## config.mk

```make
export PLATFORM = sky130hd
export DESIGN_NAME = fetch_unit
export DESIGN_NICKNAME = d
export VERILOG_FILES = /design/src/rtl/fetch_unit.sv
export SDC_FILE = /design/constraint.sdc
export NUM_CORES = 1
export LEC_CHECK = 0
export ABC_AREA = 1
export CORE_AREA = 2 2 131 133
export DETAILED_ROUTE_END_ITERATION = 12
export DIE_AREA = 0 0 133 135
export HOLD_SLACK_MARGIN = 0.08
export PLACE_DENSITY_LB_ADDON = 0.05
export SLEW_MARGIN = 20
export SYNTH_ARGS = -nofsm -noshare
export SYNTH_HDL_FRONTEND = slang
export SYNTH_SLANG_ARGS = --single-unit
```

## constraint.sdc

```tcl
create_clock -name clk -period 6 [get_ports clk]
set_clock_uncertainty 0.15 [all_clocks]
set_input_delay 1.5 -clock clk [delete_from_list [all_inputs] [get_ports clk]]
set_output_delay 1.5 -clock clk [all_outputs]
set_load 0.01 [all_outputs]
```

## src/rtl/fetch_unit.sv

```systemverilog
// rtl/fetch_unit.sv - instruction fetch stage with single outstanding request and IF/ID register
//
// Ports:
//   clk, rst                 clock, asynchronous active-high reset
//   pc_out                   current fetch PC to the next-PC calculator
//   npc_in                   next PC, sampled on accept or flush
//   stall, flush             pipeline control (flush has priority)
//   imem_req, imem_addr      instruction memory request / word address
//   imem_ack, imem_rdata     single-cycle response strobe / instruction word
//   if_valid, if_instr,
//   if_pc, if_adel           registered IF/ID payload

module fetch_unit #(
    parameter logic [31:0] RESET_PC = 32'h0000_3000,
    parameter logic [31:0] NOP_WORD = 32'h0000_0000
) (
    input  logic        clk,
    input  logic        rst,
    output logic [31:0] pc_out,
    input  logic [31:0] npc_in,
    input  logic        stall,
    input  logic        flush,
    output logic        imem_req,
    output logic [31:0] imem_addr,
    input  logic        imem_ack,
    input  logic [31:0] imem_rdata,
    output logic        if_valid,
    output logic [31:0] if_instr,
    output logic [31:0] if_pc,
    output logic        if_adel
);

    typedef enum logic [1:0] {
        FETCH = 2'd0,
        HOLD  = 2'd1,
        DRAIN = 2'd2
    } state_t;

    state_t      state;
    logic [31:0] pc;
    logic [31:0] req_addr;
    logic [31:0] buf_word;
    logic        buf_adel;

    logic        misaligned;
    logic        fetch_done;
    logic [31:0] fetch_word;
    logic        fetch_adel;

    assign misaligned = (req_addr[1:0] != 2'b00);
    assign pc_out     = pc;
    assign imem_addr  = req_addr;
    // A misaligned fetch never reaches memory; it completes internally.
    assign imem_req   = !rst && (((state == FETCH) && !misaligned) || (state == DRAIN));

    always_comb begin
        fetch_done = 1'b0;
        fetch_word = imem_rdata;
        fetch_adel = 1'b0;
        if (state == FETCH) begin
            if (misaligned) begin
                fetch_done = 1'b1;
                fetch_word = NOP_WORD;
                fetch_adel = 1'b1;
            end else begin
                fetch_done = imem_ack;
            end
        end
    end

    always_ff @(posedge clk or posedge rst) begin
        if (rst) begin
            state    <= FETCH;
            pc       <= RESET_PC;
            req_addr <= RESET_PC;
            buf_word <= 32'h0;
            buf_adel <= 1'b0;
            if_valid <= 1'b0;
            if_instr <= 32'h0;
            if_pc    <= 32'h0;
            if_adel  <= 1'b0;
        end else begin
            case (state)
                FETCH: begin
                    if (flush) begin
                        if_valid <= 1'b0;
                        pc       <= npc_in;
                        if (fetch_done) begin
                            req_addr <= npc_in;
                        end else begin
                            // Request already on the bus: keep it stable, drop its reply later.
                            state <= DRAIN;
                        end
                    end else if (fetch_done) begin
                        if (!stall) begin
                            if_valid <= 1'b1;
                            if_instr <= fetch_word;
                            if_pc    <= req_addr;
                            if_adel  <= fetch_adel;
                            pc       <= npc_in;
                            req_addr <= npc_in;
                        end else begin
                            buf_word <= fetch_word;
                            buf_adel <= fetch_adel;
                            state    <= HOLD;
                        end
                    end else if (!stall) begin
                        if_valid <= 1'b0;
                    end
                end
                HOLD: begin
                    if (flush) begin
                        if_valid <= 1'b0;
                        pc       <= npc_in;
                        req_addr <= npc_in;
                        state    <= FETCH;
                    end else if (!stall) begin
                        if_valid <= 1'b1;
                        if_instr <= buf_word;
                        if_pc    <= req_addr;
                        if_adel  <= buf_adel;
                        pc       <= npc_in;
                        req_addr <= npc_in;
                        state    <= FETCH;
                    end
                end
                DRAIN: begin
                    if (imem_ack) begin
                        state <= FETCH;
                        if (flush) begin
                            pc       <= npc_in;
                            req_addr <= npc_in;
                        end else begin
                            req_addr <= pc;
                        end
                    end else if (flush) begin
                        pc <= npc_in;
                    end
                end
                default: state <= FETCH;
            endcase
        end
    end

endmodule

```

==> metrics.md <==
| Metric | Value |
|---|---|
| Status | completed |
| # diodes | 0 |
| Clock power share | about a fifth |
| Detailed placer's ending HPWL | approximately 11,000 um |
| Combinational Power Share | between 40 and 50% |
| Final WL | between 15,000 and 20,000 um |
| Synth area leaders | dfrtp_1, nand2_1, o21ai_0, inv_1, o21ai_1 |
| Switching Share | a little under two fifths |
| P&R area growth vs syn | 37.7% |
| Fillers | ~1,500 |
| Clk buf depth | 2 |
| Setup TNS | 0 ns |
| Tcrit/Tclk final | between 70% and 80% |
| Layout cells sized above 1 | under 10% |
| RSZ-0062 raised after global routing | no |
| Yosys cell types | 21 |
| Detail Route Antenna Nets | 0 |
| Post-synth EDFFs | 0 |
| Largest net degree at the start of global routing | approximately 170 |
| Fin crit period | 4.36 ns |
| Initial antenna violation count | 0 |
| Synth Register Bits | 165 |
| H-tree levels | 4 |
| WS Path Type | input port to output port |
| # IOs | 200 |
| CTS sink cnt | ~170 |
| DRT Pass-1 Iters | 4 |
| Storage cell area | around 0.0041 mm^2 |
| GP Congestion | slightly below 0.8 |
| Tot GR Track Use | approximately a fifth |
| Final setup fails | 0 |
| Worst hold slack | 0.326 ns |
| Multi-input logic area | 0.00245 mm^2 |
| Post-CTS sizing | 0 |
| Synth area leader | dfrtp_1 |
| Congestion Overflow GR | 0 |
| Cts hold-fix bufs | 0 |
| Syn nets | slightly above 900 |
| CP required | roughly 4.4 ns |
| Lkg Pwr | roughly 4.6 nW |
| Most frequent cell after synthesis | nand2_1 |
| Worst slew margin | between 30% and 40% |
| Die area | around 0.018 mm^2 |
| Core area | 0.0164 mm^2 |
| Die Wd | roughly 130 um |
| Core Rows | 47 |
| Clock root buffer | clkbuf_16 |
| HP Class | flip-flop to flip-flop |
| CTS buffer count | 17 |
| Sw power | 1.96 mW |
| Routed length per instance | about 14 um |
| First-pass GRT wire length | between 20,000 and 30,000 um |
| Die Y | ~140 um |
| CTS clk-pin slew, worst paths | around 0.060 ns |
| Reg power frac | a little under two fifths |
| Layout net count | roughly 1,100 |
| Worst skew pair latency | ~0.42 ns |
| PortBufs | a little under 200 |
| Measured slew at the worst slew-check pin | 0.922 ns |
| Top FF cell, synth | dfrtp_1 |
| Pwr/cell area | ~540 mW/mm^2 |
| Cells after Synth | about 850 |
| Max cap viols | 0 |
| Drt initial violations | between 300 and 400 |
| Vias in the first global route | ~5,400 |
| Top cells by count, synth | nand2_1, o21ai_0, dfrtp_1 |
| DRC errors left | 0 |
| Fin. Hold Viols | 0 |
| CP Capture Type | output port |
| Max Freq | about 230 MHz |
| Vias | between 5,000 and 6,000 |
| Sequential area share after synthesis | about three fifths |
| Slew Limit Fails | 0 |
| CTS tree | built |
| WP data arrival | approximately 2.7 ns |
| Cell Area, Synth | between 0.007 and 0.008 mm^2 |
| Vias per cell | about 4.6 |
| Largest fanout on the critical path | 2 |
| Synth top area share | between 50% and 60% |
| Yosys warns | 0 |
| Post-CTS Repair Setup Buffers | 0 |
| Mean Syn Cell Area | 8.25 um^2 |
| Worst IR Drop VDD | 0.233 mV |
| Post-synthesis async set-or-reset flop share | 100% |
| Pint | between 3 and 4 mW |
| Initial Util | a little over two fifths |
| Crit start category | input port |
## area by class of cell
type / count / share of cell area [%]
Sequential cell: 165 / 42.7
Multi-Input combinational cell: 573 / 25.3
Timing Repair Buffer: 205 / 21.2
Clock buffer: 23 / 4.83
Tap cell: 220 / 2.84
Inverter: 66 / 2.60
Clock inverter: 9 / 0.594
## power groups by stage
stage | Clock [mW] | Combinational [mW] | Sequential [mW]
floorplan | 0 | 0.987 | 2.14
global placement | 0 | 2.32 | 1.97
detailed placement | 0 | 2.35 | 1.97
CTS | 1.00 | 2.37 | 1.96
global route | 1.05 | 2.59 | 2.03
finish | 0.981 | 2.32 | 1.96
## layout by cell type (no fill, tap or decap), types with 5 or more instances in the layout
| cell type | count |
|---|---|
| nand2_1 | 368 |
| clkdlybuf4s50_1 | 199 |
| o21ai_0 | 162 |
| dfrtp_1 | 161 |
| inv_1 | 61 |
| o21ai_1 | 22 |
| clkbuf_16 | 17 |
| nor2_1 | 7 |
| clkinv_2 | 5 |
| buf_4 | 5 |
## worst max-delay path: stages
cell	delay (ns)
clkdlybuf4s50_1	0.46
a211oi_1	0.19
clkdlybuf4s50_1	0.57
## cells by family after synthesis
logic type / count (synthesis) / synth area share [%]
AO/OA/AOI/OAI: 186 / 13.3
buffers and inverters: 114 / 6.67
flip-flops: 165 / 58.8
AND/OR/NAND/NOR: 387 / 21.2
## sequential cells by signal (all words and copies together), names as in the netlist
| signal | flops |
|---|---|
| buf_adel | 1 |
| buf_word | 32 |
| if_instr | 32 |
| if_pc | 32 |
| pc_out | 32 |
| state | 2 |
| if_adel | 1 |
| if_valid | 1 |
| imem_addr | 32 |
## per-stage QoR
step	std cells	total power, mW	worst slack, ns	area [um^2]	utilization [%]
3_5_place_dp	1229	4.32	1.63	9150	55.8
6_report	1261	5.26	1.64	9680	59.0
4_1_cts	1261	5.33	1.63	9680	59.0
2_1_floorplan	852	3.13	2.25	7040	-
3_3_place_gp	1229	4.29	1.63	9150	55.8
5_1_grt	1261	5.67	1.60	9680	59.0
## layer usage
| metal | vias to the layer above | GRT usage, % | routed length (um) |
|---|---|---|---|
| met5 | - | 0 | 0 |
| met4 | 0 | 5.44 | 197 |
| met3 | 17 | 8.11 | 1440 |
| met2 | 142 | 30.9 | 7990 |
| met1 | 2602 | 25.2 | 7670 |
| li1 | 3026 | - | - |
## worst paths after layout
kind	start	end	slack (ns)	depth (start not counted)
setup / recovery	rst	imem_req	1.64	3
hold / removal	if_instr[25]	if_instr[25]	0.33	2
setup reg to reg	imem_addr[0]	if_pc[14]	3.17	5
hold reg to reg	if_instr[25]	if_instr[25]	0.33	2
max in group asynchronous	rst	imem_addr[1]	3.47	3
min in group asynchronous	rst	if_pc[28]	1.51	3
Note: power is estimated with default switching activity, not from simulation.
